File: config.mk
export PLATFORM = sky130hd
export DESIGN_NAME = ex_muldiv
export DESIGN_NICKNAME = d
export VERILOG_FILES = /design/src/rtl/ex_muldiv.sv
export SDC_FILE = /design/constraint.sdc
export NUM_CORES = 1
export LEC_CHECK = 0
export BUFFER_PORTS_ARGS = -buffer_cell sky130_fd_sc_hd__buf_2
export CAP_MARGIN = 20
export CORE_MARGIN = 1
export CORE_UTILIZATION = 40
export CTS_BUF_LIST = sky130_fd_sc_hd__clkbuf_16
export DETAILED_ROUTE_END_ITERATION = 12
export SLEW_MARGIN = 40
export SYNTH_ARGS = -nofsm -noshare
export SYNTH_HDL_FRONTEND = slang
export SYNTH_SLANG_ARGS = --single-unit
File: constraint.sdc
create_clock -name clk -period 6.2 [get_ports clk]
set_clock_uncertainty 0.05 [all_clocks]
set_input_delay 1.24 -clock clk [delete_from_list [all_inputs] [get_ports clk]]
set_output_delay 1.24 -clock clk [all_outputs]
set_load 0.005 [all_outputs]
File: src/rtl/ex_muldiv.sv
// ex_muldiv: iterative RV32M multiply/divide for EX, 32 cycles per op.
// clk/rst_n; ex_inst/ex_a/ex_b in; stall_o, result_o, result_valid_o out.
module ex_muldiv (
  input  logic        clk,
  input  logic        rst_n,
  input  logic [31:0] ex_inst,
  input  logic [31:0] ex_a,
  input  logic [31:0] ex_b,
  output logic        stall_o,
  output logic [31:0] result_o,
  output logic        result_valid_o
);

  localparam logic [1:0] IDLE = 2'd0;
  localparam logic [1:0] BUSY = 2'd1;
  localparam logic [1:0] DONE = 2'd2;

  logic [1:0]  state_q, state_d;
  logic [2:0]  f3_q, f3_d;
  logic [31:0] a_q, a_d;
  logic [31:0] b_q, b_d;
  logic        neg_q, neg_d;
  logic [4:0]  cnt_q, cnt_d;
  logic [63:0] acc_q, acc_d;
  logic [31:0] res_q, res_d;
  logic        vld_q, vld_d;
  logic        stall_d;

  logic        is_m, is_div;
  logic [2:0]  f3;
  logic        sgn_a, sgn_b, sa, sb;
  logic [31:0] abs_a, abs_b;
  logic        neg_st, div0, ovf;
  logic [31:0] fast_res;

  assign is_m = (ex_inst[6:0] == 7'b0110011)
             && (ex_inst[31:25] == 7'b0000001);
  assign f3     = ex_inst[14:12];
  assign is_div = f3[2];
  assign sgn_a  = is_div ? ~f3[0] : (f3[1:0] != 2'b11);
  assign sgn_b  = is_div ? ~f3[0] : ~f3[1];
  assign sa     = sgn_a & ex_a[31];
  assign sb     = sgn_b & ex_b[31];
  assign abs_a  = sa ? (32'd0 - ex_a) : ex_a;
  assign abs_b  = sb ? (32'd0 - ex_b) : ex_b;
  // remainder follows the dividend only
  assign neg_st = (is_div & f3[1]) ? sa : (sa ^ sb);
  assign div0   = is_div & (ex_b == 32'd0);
  assign ovf    = is_div & ~f3[0]
               & (ex_a == 32'h8000_0000)
               & (ex_b == 32'hFFFF_FFFF);
  assign fast_res = div0 ? (f3[1] ? ex_a : 32'hFFFF_FFFF)
                         : (f3[1] ? 32'd0 : 32'h8000_0000);

  // mul: acc = {partial hi, multiplier shifting out}
  logic [32:0] mul_sum;
  logic [63:0] mul_nxt;
  assign mul_sum = {1'b0, acc_q[63:32]}
                 + (acc_q[0] ? {1'b0, a_q} : 33'd0);
  assign mul_nxt = {mul_sum, acc_q[31:1]};

  // div: acc = {remainder, dividend/quotient}
  logic [32:0] div_tmp;
  logic [33:0] div_dif;
  logic        div_ok;
  logic [63:0] div_nxt;
  assign div_tmp = acc_q[63:31];
  assign div_dif = {1'b0, div_tmp} - {2'b00, b_q};
  assign div_ok  = ~div_dif[33];
  assign div_nxt = {div_ok ? div_dif[31:0] : div_tmp[31:0],
                    acc_q[30:0], div_ok};

  logic [63:0] step, prod;
  logic [31:0] sq, sr, fin;
  assign step = f3_q[2] ? div_nxt : mul_nxt;
  assign prod = neg_q ? (64'd0 - step) : step;
  assign sq   = neg_q ? (32'd0 - step[31:0]) : step[31:0];
  assign sr   = neg_q ? (32'd0 - step[63:32]) : step[63:32];

  always_comb begin
    fin = prod[31:0];
    unique case (1'b1)
      (f3_q == 3'd0):           fin = prod[31:0];
      (~f3_q[2] & |f3_q[1:0]):  fin = prod[63:32];
      (f3_q[2] & ~f3_q[1]):     fin = sq;
      (f3_q[2] & f3_q[1]):      fin = sr;
      default:                  fin = prod[31:0];
    endcase
  end

  always_comb begin
    state_d = state_q;
    f3_d    = f3_q;
    a_d     = a_q;
    b_d     = b_q;
    neg_d   = neg_q;
    cnt_d   = cnt_q;
    acc_d   = acc_q;
    res_d   = res_q;
    vld_d   = 1'b0;
    stall_d = 1'b0;
    unique case (state_q)
      IDLE: begin
        if (is_m) begin
          stall_d = 1'b1;
          f3_d    = f3;
          a_d     = abs_a;
          b_d     = abs_b;
          neg_d   = neg_st;
          cnt_d   = 5'd0;
          acc_d   = is_div ? {32'd0, abs_a}
                           : {32'd0, abs_b};
          if (div0 | ovf) begin
            state_d = DONE;
            res_d   = fast_res;
            vld_d   = 1'b1;
          end else begin
            state_d = BUSY;
          end
        end
      end
      BUSY: begin
        stall_d = 1'b1;
        acc_d   = step;
        cnt_d   = cnt_q + 5'd1;
        if (cnt_q == 5'd31) begin
          state_d = DONE;
          res_d   = fin;
          vld_d   = 1'b1;
        end
      end
      DONE:    state_d = IDLE;
      default: state_d = IDLE;
    endcase
  end

  // keep stall low while reset holds, even with M in EX
  assign stall_o        = stall_d & rst_n;
  assign result_o       = res_q;
  assign result_valid_o = vld_q;

  always_ff @(posedge clk or negedge rst_n) begin
    if (!rst_n) begin
      state_q <= IDLE;
      f3_q    <= 3'd0;
      a_q     <= 32'd0;
      b_q     <= 32'd0;
      neg_q   <= 1'b0;
      cnt_q   <= 5'd0;
      acc_q   <= 64'd0;
      res_q   <= 32'd0;
      vld_q   <= 1'b0;
    end else begin
      state_q <= state_d;
      f3_q    <= f3_d;
      a_q     <= a_d;
      b_q     <= b_d;
      neg_q   <= neg_d;
      cnt_q   <= cnt_d;
      acc_q   <= acc_d;
      res_q   <= res_d;
      vld_q   <= vld_d;
    end
  end

  logic unused_bits;
  assign unused_bits = ^{ex_inst[24:15], ex_inst[11:7],
                         div_dif[32]};

endmodule
* Word-level counts from Yosys, hierarchy flattened
Cells that the tools add are included.
** Word-level totals
- Flip-flop bits (word level) :: 172
** Cells by class
- Bitwise logic cells :: 18
- Add/subtract/negate cells :: 8
- Multiplexer cells :: 34
- Equality and inequality tests :: 10
- Reductions and logical operators :: 9
** Operator list (count)
- two-way mux 32 bit :: 13
- two-way mux 64 bit :: 3
- one-hot mux 64 bit (2 select lines) :: 1
- subtractor 1 x 32 -> 32 bit (first input constant) :: 4
- one-hot mux 32 bit (3 select lines) :: 1
- == test 32 bit (second input constant) :: 2
- one-hot mux 32 bit (2 select lines) :: 1
- subtractor 1 x 64 -> 64 bit (first input constant) :: 1
- subtractor 33 x 32 -> 34 bit :: 1
- adder 32 x 32 -> 33 bit :: 1
- zero test 32 bit :: 1
- AND 1 bit :: 11
- one-hot mux 5 bit (2 select lines) :: 1
- inequality test 2 bit (second input constant) :: 4
- == test 7 x 1 -> 1 bit (second input constant) :: 1
- == test 7 x 6 -> 1 bit (second input constant) :: 1
- two-way mux 1 bit :: 7
- two-way mux 2 bit :: 3
- AND reduction 2 bit :: 3
- adder 5 x 1 -> 5 bit (second input constant) :: 1
- == test 5 bit (second input constant) :: 1
- two-way mux 5 bit :: 1
- inverter 1 bit :: 5
- one-hot mux 1 bit (2 select lines) :: 2
- 9 further kinds :: 9

* Longest topological paths before layout
Gate-level depths: netlist of the first run.
- Depth in word-level cells :: 8
- Depth in mapped cells :: 23
- Depth with buffers taken out :: 21

* Worst setup path before layout of the first run
Ideal clock, no wire load.
- Path type :: register to register
- From :: register f3_q[2]
- To :: register res_q[28] (netlist: result_o[28])
- Slack :: 1046 ps
- Arrival :: 4975 ps
- Stages on the path, launching flop included :: 22
- Cells stage by stage :: dfrtp_1 > clkbuf_1 > buf_2 > buf_2 > buf_2 > buf_2 > buf_1 > buf_1 > mux2i_1 > ha_1 > o21ai_0 > or4_1 > nand2b_1 > nand2b_1 > nand2b_1 > and2_1 > nor2_1 > nand3_1 > nand4b_1 > o41ai_1 > xor2_1 > a21oi_1
** On the way
- Cells in the longest elaborated chain, start to end :: 6
- Elaborated cells on any way between the ends :: 14
- Classes of those cells :: add/sub: 3; mux: 7; bitwise: 4
** RTL lines
- start, declared :: line 19 : logic [2:0] f3_q, f3_d;
- start signal, assigned :: line 145 : f3_q <= 3'd0;
- start signal, assigned :: line 155 : f3_q <= f3_d;
- two-way mux 64 bit :: line 75 : assign step = f3_q[2] ? div_nxt : mul_nxt;
- subtractor 1 x 64 -> 64 bit (tied with other cells) :: line 76 : assign prod = neg_q ? (64'd0 - step) : step;
- two-way mux 64 bit (tied with other cells) :: line 76
- one-hot mux 32 bit (3 select lines) * :: line 82 : unique case (1'b1)
- two-way mux 32 bit * :: line 126 : if (cnt_q == 5'd31) begin
- one-hot mux 32 bit (2 select lines) * :: line 102 : unique case (state_q)
- end signal, assigned :: line 161 : res_q <= res_d;
- end, declared :: line 25 : logic [31:0] res_q, res_d;
Every way passes the cells marked *; elsewhere a longest branch is shown, timed or not. The select of a mux whose other input is x is not followed.
A chain may end at the register's enable or synchronous reset.

* Final worst setup path of the first run
- From :: register b_q[18]
- To :: register res_q[28] (netlist: result_o[28])
** On the way
- Cells in the longest elaborated chain, start to end :: 8
- Elaborated cells on any way between the ends :: 13
- Classes of those cells :: add/sub: 4; mux: 8; bitwise: 1
** RTL lines
- start, declared :: line 21 : logic [31:0] b_q, b_d;
- start signal, assigned :: line 147 : b_q <= 32'd0;
- start signal, assigned :: line 157 : b_q <= b_d;
- subtractor 33 x 32 -> 34 bit * :: line 68 : assign div_dif = {1'b0, div_tmp} - {2'b00, b_q};
- two-way mux 32 bit / inverter 1 bit (equally long branches) :: line 70, 69
- two-way mux 64 bit * :: line 75
- subtractor 1 x 64 -> 64 bit (tied with other cells) :: line 76
- two-way mux 64 bit (tied with other cells) :: line 76
- one-hot mux 32 bit (3 select lines) * :: line 82
- two-way mux 32 bit * :: line 126
- one-hot mux 32 bit (2 select lines) * :: line 102
Marks and branches as above.

==> flow_summary.yaml, run 1 <==
run_status:
  status: "finished, final reports clean"
cts:
  h-tree-depth: 4
  cts_tree: "yes"
  post_cts_buffers: 0
  cts_max_path_buffers: 2
  path_clk_slew_ns: 0.07
  clock-sinks: 172
  cts_buffers: 17
  clk-insertion-delay-late_ns: 0.47
  cts-root-buf: "clkbuf_16"
synth:
  synth.avg_cell_area_um2: 7.759
  synth_area_leader_cell: "dfrtp_1"
  ys_seq_area_share_pct: 26.66
  async_flop_share_pct: 100.0
  yosys-top-cells-area: "dfrtp_1 (27%), o21ai_0 (7.3%), nand2_1 (5.8%), ha_1 (5.5%), xnor2_1 (4.8%)"
  synthTopCellsByCount: "nand2_1 (250), o21ai_0 (235), dfrtp_1 (172), nor2_1 (150), a21oi_1 (144)"
  ys_ff_latch: 172
  ys.warnings.count: 0
  synth_nets: 2252
  synth.cell_area_mm2: 0.01615
  synthCells: 2081
  synth_top_area_share_pct: 26.66
  synth_edf_count: 0
  synth_most_common_cell: "nand2_1"
  synth_flop_cell: "dfrtp_1"
  ys_types: 103
critical_path:
  critPathCaptureType: "register"
  start_kind: "register"
  required_ns: 6.49
  critical_path_class: "reg -> reg"
  arrival_ns: 6.10
  crit_fanout: 5
final_layout:
  stdcell_count: 2701
  final_area_mm2: 0.01804
  drive_above_1_share_pct: 13.60
  num_antenna_cells: 0
  syn_to_final_growth_pct: 11.73
  nNetsFinal: 2334
  n_fill_cell: 4048
timing:
  drv_slew: 0
  rsz0062_at_grt: "no"
  tightest_slew_ns: 0.8806
  relSlewSlack_pct: 41.08
  setup_slack_ns: 0.3934
  max_freq_mhz: 172.2
  fin_crit_sh_pct: 93.65
  worst_hold_slack_ns: 0.4267
  setup_violations: 0
  period_minus_slack_ns: 5.807
  final.setup.tns_ns: 0
  final_hold_viol_count: 0
power:
  p_leak_uw: 0.007068
  vdd_drop_max_mv: 0.2035
  powerDensity_mw_per_mm2: 142.7
drt:
  via_count: 17060
  detail-route-antenna-nets: 0
  via_per_inst: 6.317
  drtIter0Drc: 1926
  wire_per_inst_um: 24.11
  drt_wl_total_um: 65110
  firstDrtPassIters: 5
  drc_errors: 0
floorplan:
  design.core.area_mm2: 0.03973
  start_util_pct: 40.64
  fp.dieArea_mm2: 0.04117
  die_h_um: 202.9
  die_w_um: 202.9
  ios: 132
  row_count: 73
placed_design:
  place_inst: 2668
  gp_congestion: 0.9903
  portBuffers: 116
  dpl_cell_area_mm2: 0.01744
  dpl.hpwl_um: 50510
  place_ws_ns: 0.3999
hold_path:
  hp-class: "reg -> reg"
grt:
  gr-total-overflow: 0
  grt_pass1_vias: 16110
  antenna_found_initial: 3
  grt_use_total_pct: 31.89
  grt_start_max_net_pins: 134
  grt_pass1_wl_um: 99290
job:
  cap_violations: 0
layer usage:
metal	part of all wire [%]	vias to the layer above	GRT usage, %
li1	-	7855	-
met3	8.3	122	5.233
met2	44	839	48.90
met1	43	8240	43.79
met5	0.071	-	0
met4	4.3	6	14.50
logic make-up (layout without fill, tap and decap cells):
kind of cell	count (synthesis)	count (layout)	synth area share, %
xor gates and xnor gates	143	143	7.757
adders and majority gates	73	73	5.750
DFF	172	172	26.66
AOI/OAI and AO/OA	705	705	28.36
buffers and inverters	182	277	4.464
muxes	68	68	4.433
and+or+nand+nor	738	738	22.58
final cells by class:
| type | instances | area [um2] | share of cell area (%) |
|---|---|---|---|
| multi-input combinational | 1727 | 11150 | 61.84 |
| sequential | 172 | 4312 | 23.90 |
| timing repair buffer | 179 | 1082 | 6.000 |
| tap | 525 | 656.9 | 3.642 |
| clock buffer | 17 | 425.4 | 2.358 |
| inverter | 66 | 247.7 | 1.373 |
| clock inverter | 15 | 160.2 | 0.8878 |
flip-flops by register name, indices dropped and copies added, names as in the netlist:
name,cells
result_o,32
state_q,2
acc_q,64
result_valid_o,1
neg_q,1
a_q,32
b_q,32
cnt_q,5
f3_q,3
metrics by stage:
| step | utilization (%) | power, uW |
|---|---|---|
| finish | 45.40 | 2574 |
| global route | 45.40 | 2653 |
| CTS | 45.36 | 2573 |
| detailed placement | 43.89 | 1464 |
| global placement | 43.87 | 1460 |
| floorplan | - | 1309 |
power breakdown:
group,switching (uW),internal [uW],leakage (uW)
registers,7.00,1130,0.00190
clock network,524,599,0.000282
logic,212,105,0.00489
total,744,1830,0.00707
final timing paths:
path	from	to	slack, ns	depth (start not counted)
worst max-delay path	b_q[18]$_DFFE_PN0P_	result_o[28]$_DFFE_PN0P_	0.39	22
worst min-delay path	a_q[0]$_DFFE_PN0P_	a_q[0]$_DFFE_PN0P_	0.43	2
worst max register to register	b_q[18]$_DFFE_PN0P_	result_o[28]$_DFFE_PN0P_	0.39	22
worst min register to register	a_q[0]$_DFFE_PN0P_	a_q[0]$_DFFE_PN0P_	0.43	2
max in group asynchronous	rst_n	neg_q$_DFFE_PN0P_	4.19	2
min in group asynchronous	rst_n	b_q[27]$_DFFE_PN0P_	0.69	1
what timing repair did:
item	CTS	global route
hold buffers	0	0
resized for setup	0	1
endpoints found under the setup margin	0	1
critical path, cell delays in order (launching register included):
cell	delay (ns)
dfrtp_1	0.44
inv_1	0.07
ha_1	0.31
a21o_1	0.23
a31oi_4	0.23
o221ai_2	0.17
a221o_1	0.43
o21ai_2	0.32
a21boi_0	0.30
ha_1	0.27
o21ai_0	0.12
or4_1	0.58
nand2b_1	0.28
nand2b_1	0.20
nand2b_1	0.23
and2_1	0.19
nor2_1	0.08
nand3_1	0.13
nand4b_1	0.21
o41ai_1	0.31
buf_4	0.18
xor2_1	0.23
a21oi_1	0.10
layout by cell type, fill, tap and decap left out, types with 64 or more instances in the layout:
master   Yosys  final
buf_2        9    116
inv_1       65     65
nand2_1    250    250
nor2_1     150    149
nor3_1      64     64
dfrtp_1    172    170
a21oi_1    144    144
xnor2_1     88     88
ha_1        71     71
o21ai_0    235    235
Power figures use the tool's default switching activity.
==> run 2, diff against run 1 <==
--- a/config.mk
+++ b/config.mk
@@ -9,7 +9,6 @@
 export CAP_MARGIN = 20
 export CORE_MARGIN = 1
 export CORE_UTILIZATION = 40
-export CTS_BUF_LIST = sky130_fd_sc_hd__clkbuf_16
 export DETAILED_ROUTE_END_ITERATION = 12
 export SLEW_MARGIN = 40
 export SYNTH_ARGS = -nofsm -noshare
==> run 2 against run 1 <==
Against the previous run:
- count of clock-buffer cells in the layout up 2
- hold slack gained 0.0013 ns
- sequential power is essentially flat
- via count decreased by 0.53%
- cell count about the same
- die area did not move
- utilization is 0.063 points higher
- global-route usage about the same
- first-iteration DRC count decreased by 2.8%
- combinational power is essentially flat
- critical path type unchanged
- critical endpoint unchanged
==> flow_summary.yaml, run 2 (same netlist as run 1, synthesis figures left out) <==
floorplan:
  die_h_um: 202.9
  design.core.area_mm2: 0.03973
  die_w_um: 202.9
  ios: 132
  row_count: 73
  fp.dieArea_mm2: 0.04117
  start_util_pct: 40.64
timing:
  rsz0062_at_grt: "no"
  drv_slew: 0
  max_freq_mhz: 171.2
  period_minus_slack_ns: 5.842
  relSlewSlack_pct: 41.19
  final.setup.tns_ns: 0
  setup_violations: 0
  fin_crit_sh_pct: 94.23
  final_hold_viol_count: 0
  tightest_slew_ns: 0.8789
grt:
  grt_pass1_wl_um: 99360
  grt_busiest_layer: "met2"
  grt_pass1_vias: 16120
  use_met2_pct: 48.95
  grt_use_total_pct: 31.90
  grt_start_max_net_pins: 134
  antenna_found_initial: 3
  gr-total-overflow: 0
  grt.met3_usage_pct: 5.570
  grt_util_met1_pct: 43.57
final_layout:
  mostFrequentLayoutCells: "nand2_1 (250), o21ai_0 (235), dfrtp_1 (170)"
  drive_above_1_share_pct: 13.69
  syn_to_final_growth_pct: 11.88
  nNetsFinal: 2334
  stdcell_count: 2703
  n_fill_cell: 4041
  largest-register: "acc_q"
  layout_commonest_cell: "nand2_1"
  largest_reg_flops: 64
  final_area_mm2: 0.01806
critical_path:
  critical_path_class: "reg -> reg"
  start_kind: "register"
  arrival_ns: 6.13
  crit_fanout: 5
  rr_startpoint: "b_q[18]$_DFFE_PN0P_"
  critPathCaptureType: "register"
  crit_end: "result_o[28]$_DFFE_PN0P_"
  r2r-end: "result_o[28]$_DFFE_PN0P_"
  reg2reg_slack_ns: 0.36
  crit_path_start: "b_q[18]$_DFFE_PN0P_"
  r2r_cells: 22
  required_ns: 6.49
cts:
  post_cts_buffers: 0
  cts_max_path_buffers: 2
  path_clk_slew_ns: 0.07
  clk-insertion-delay-late_ns: 0.47
  cts_tree: "yes"
  clock-sinks: 172
  cts_buffers: 17
  cts-root-buf: "clkbuf_16"
  h-tree-depth: 4
  cts-hold-fix-buffers: 0
drt:
  firstDrtPassIters: 7
  drt_wl_total_um: 65230
  wire_per_inst_um: 24.13
  drtIter0Drc: 1873
  detail-route-antenna-nets: 0
  via_count: 16970
  via_per_inst: 6.279
  drc_errors: 0
run_status:
  status: "finished, final reports clean"
placed_design:
  place_inst: 2668
  gp_congestion: 0.9903
  portBuffers: 116
  dpl.hpwl_um: 50510
  dpl_cell_area_mm2: 0.01744
job:
  cap_violations: 0
power:
  total_power_uw: 2603
  p_leak_uw: 0.007079
  vdd_drop_max_mv: 0.2058
  powerDensity_mw_per_mm2: 144.1
hold_path:
  hp-class: "reg -> reg"
[run 2: worst min path at each step]
| stage | endpoint | cells after the start | startpoint |
|---|---|---|---|
| 2_1_floorplan | a_q[31]$_DFFE_PN0P_ | 2 | a_q[31]$_DFFE_PN0P_ |
| 3_3_place_gp | a_q[0]$_DFFE_PN0P_ | 2 | a_q[0]$_DFFE_PN0P_ |
| 3_5_place_dp | a_q[0]$_DFFE_PN0P_ | 2 | a_q[0]$_DFFE_PN0P_ |
| 4_1_cts | a_q[0]$_DFFE_PN0P_ | 2 | a_q[0]$_DFFE_PN0P_ |
| 5_1_grt | b_q[6]$_DFFE_PN0P_ | 2 | b_q[6]$_DFFE_PN0P_ |
| 6_report | a_q[7]$_DFFE_PN0P_ | 2 | a_q[7]$_DFFE_PN0P_ |
[run 2: layout make-up]
cell class                 count  area, um2  area share, %
tap                          525      656.9          3.636
multi-input combinational   1727      11150          61.75
antenna                        2      5.005        0.02771
inverter                      66      247.7          1.371
clock buffer                  19      452.9          2.507
sequential                   172       4312          23.87
clock inverter                13      152.6         0.8450
timing repair buffer         179       1082          5.992
[run 2: timing repair]
action | in CTS | in global routing
resized for setup | 0 | 1
endpoints found under the setup margin | 0 | 1
hold endpoints to repair | 0 | 0
[run 2: layer usage]
layer  vias up  wire length, um
met3       126             5555
met1      8195            27960
li1       7859                -
met5         -               46
met2       786            28870
met4         6             2793
[run 2: report_power, final]
group,leakage (uW),total [uW],internal [uW],switching [uW]
sequential,0.00190,1130,1130,7.02
clock,0.000293,1150,624,529
combinational,0.00489,317,105,212
[run 2: worst max-delay path: stages, from the launching register on]
cell and delay [ns]:
dfrtp_1 0.45, inv_1 0.07, ha_1 0.31, a21o_1 0.23
a31oi_4 0.23, o221ai_2 0.18, a221o_1 0.43, o21ai_2 0.33
a21boi_0 0.29, ha_1 0.27, o21ai_0 0.12, or4_1 0.58
nand2b_1 0.27, nand2b_1 0.20, nand2b_1 0.22, and2_1 0.19
nor2_1 0.08, nand3_1 0.13, nand4b_1 0.21, o41ai_1 0.30
buf_4 0.18, xor2_1 0.26, a21oi_1 0.10
[run 2: stage by stage]
step                      utilization, %  setup WS, ns  hold slack (ns)
after floorplan                        -         1.046           0.3918
after global placement             43.87        0.4232           0.4066
after detailed placement           43.89        0.3999           0.4123
after CTS                          45.41        0.3441           0.4277
after global routing               45.45       0.04504           0.4452
final                              45.46        0.3576           0.4280
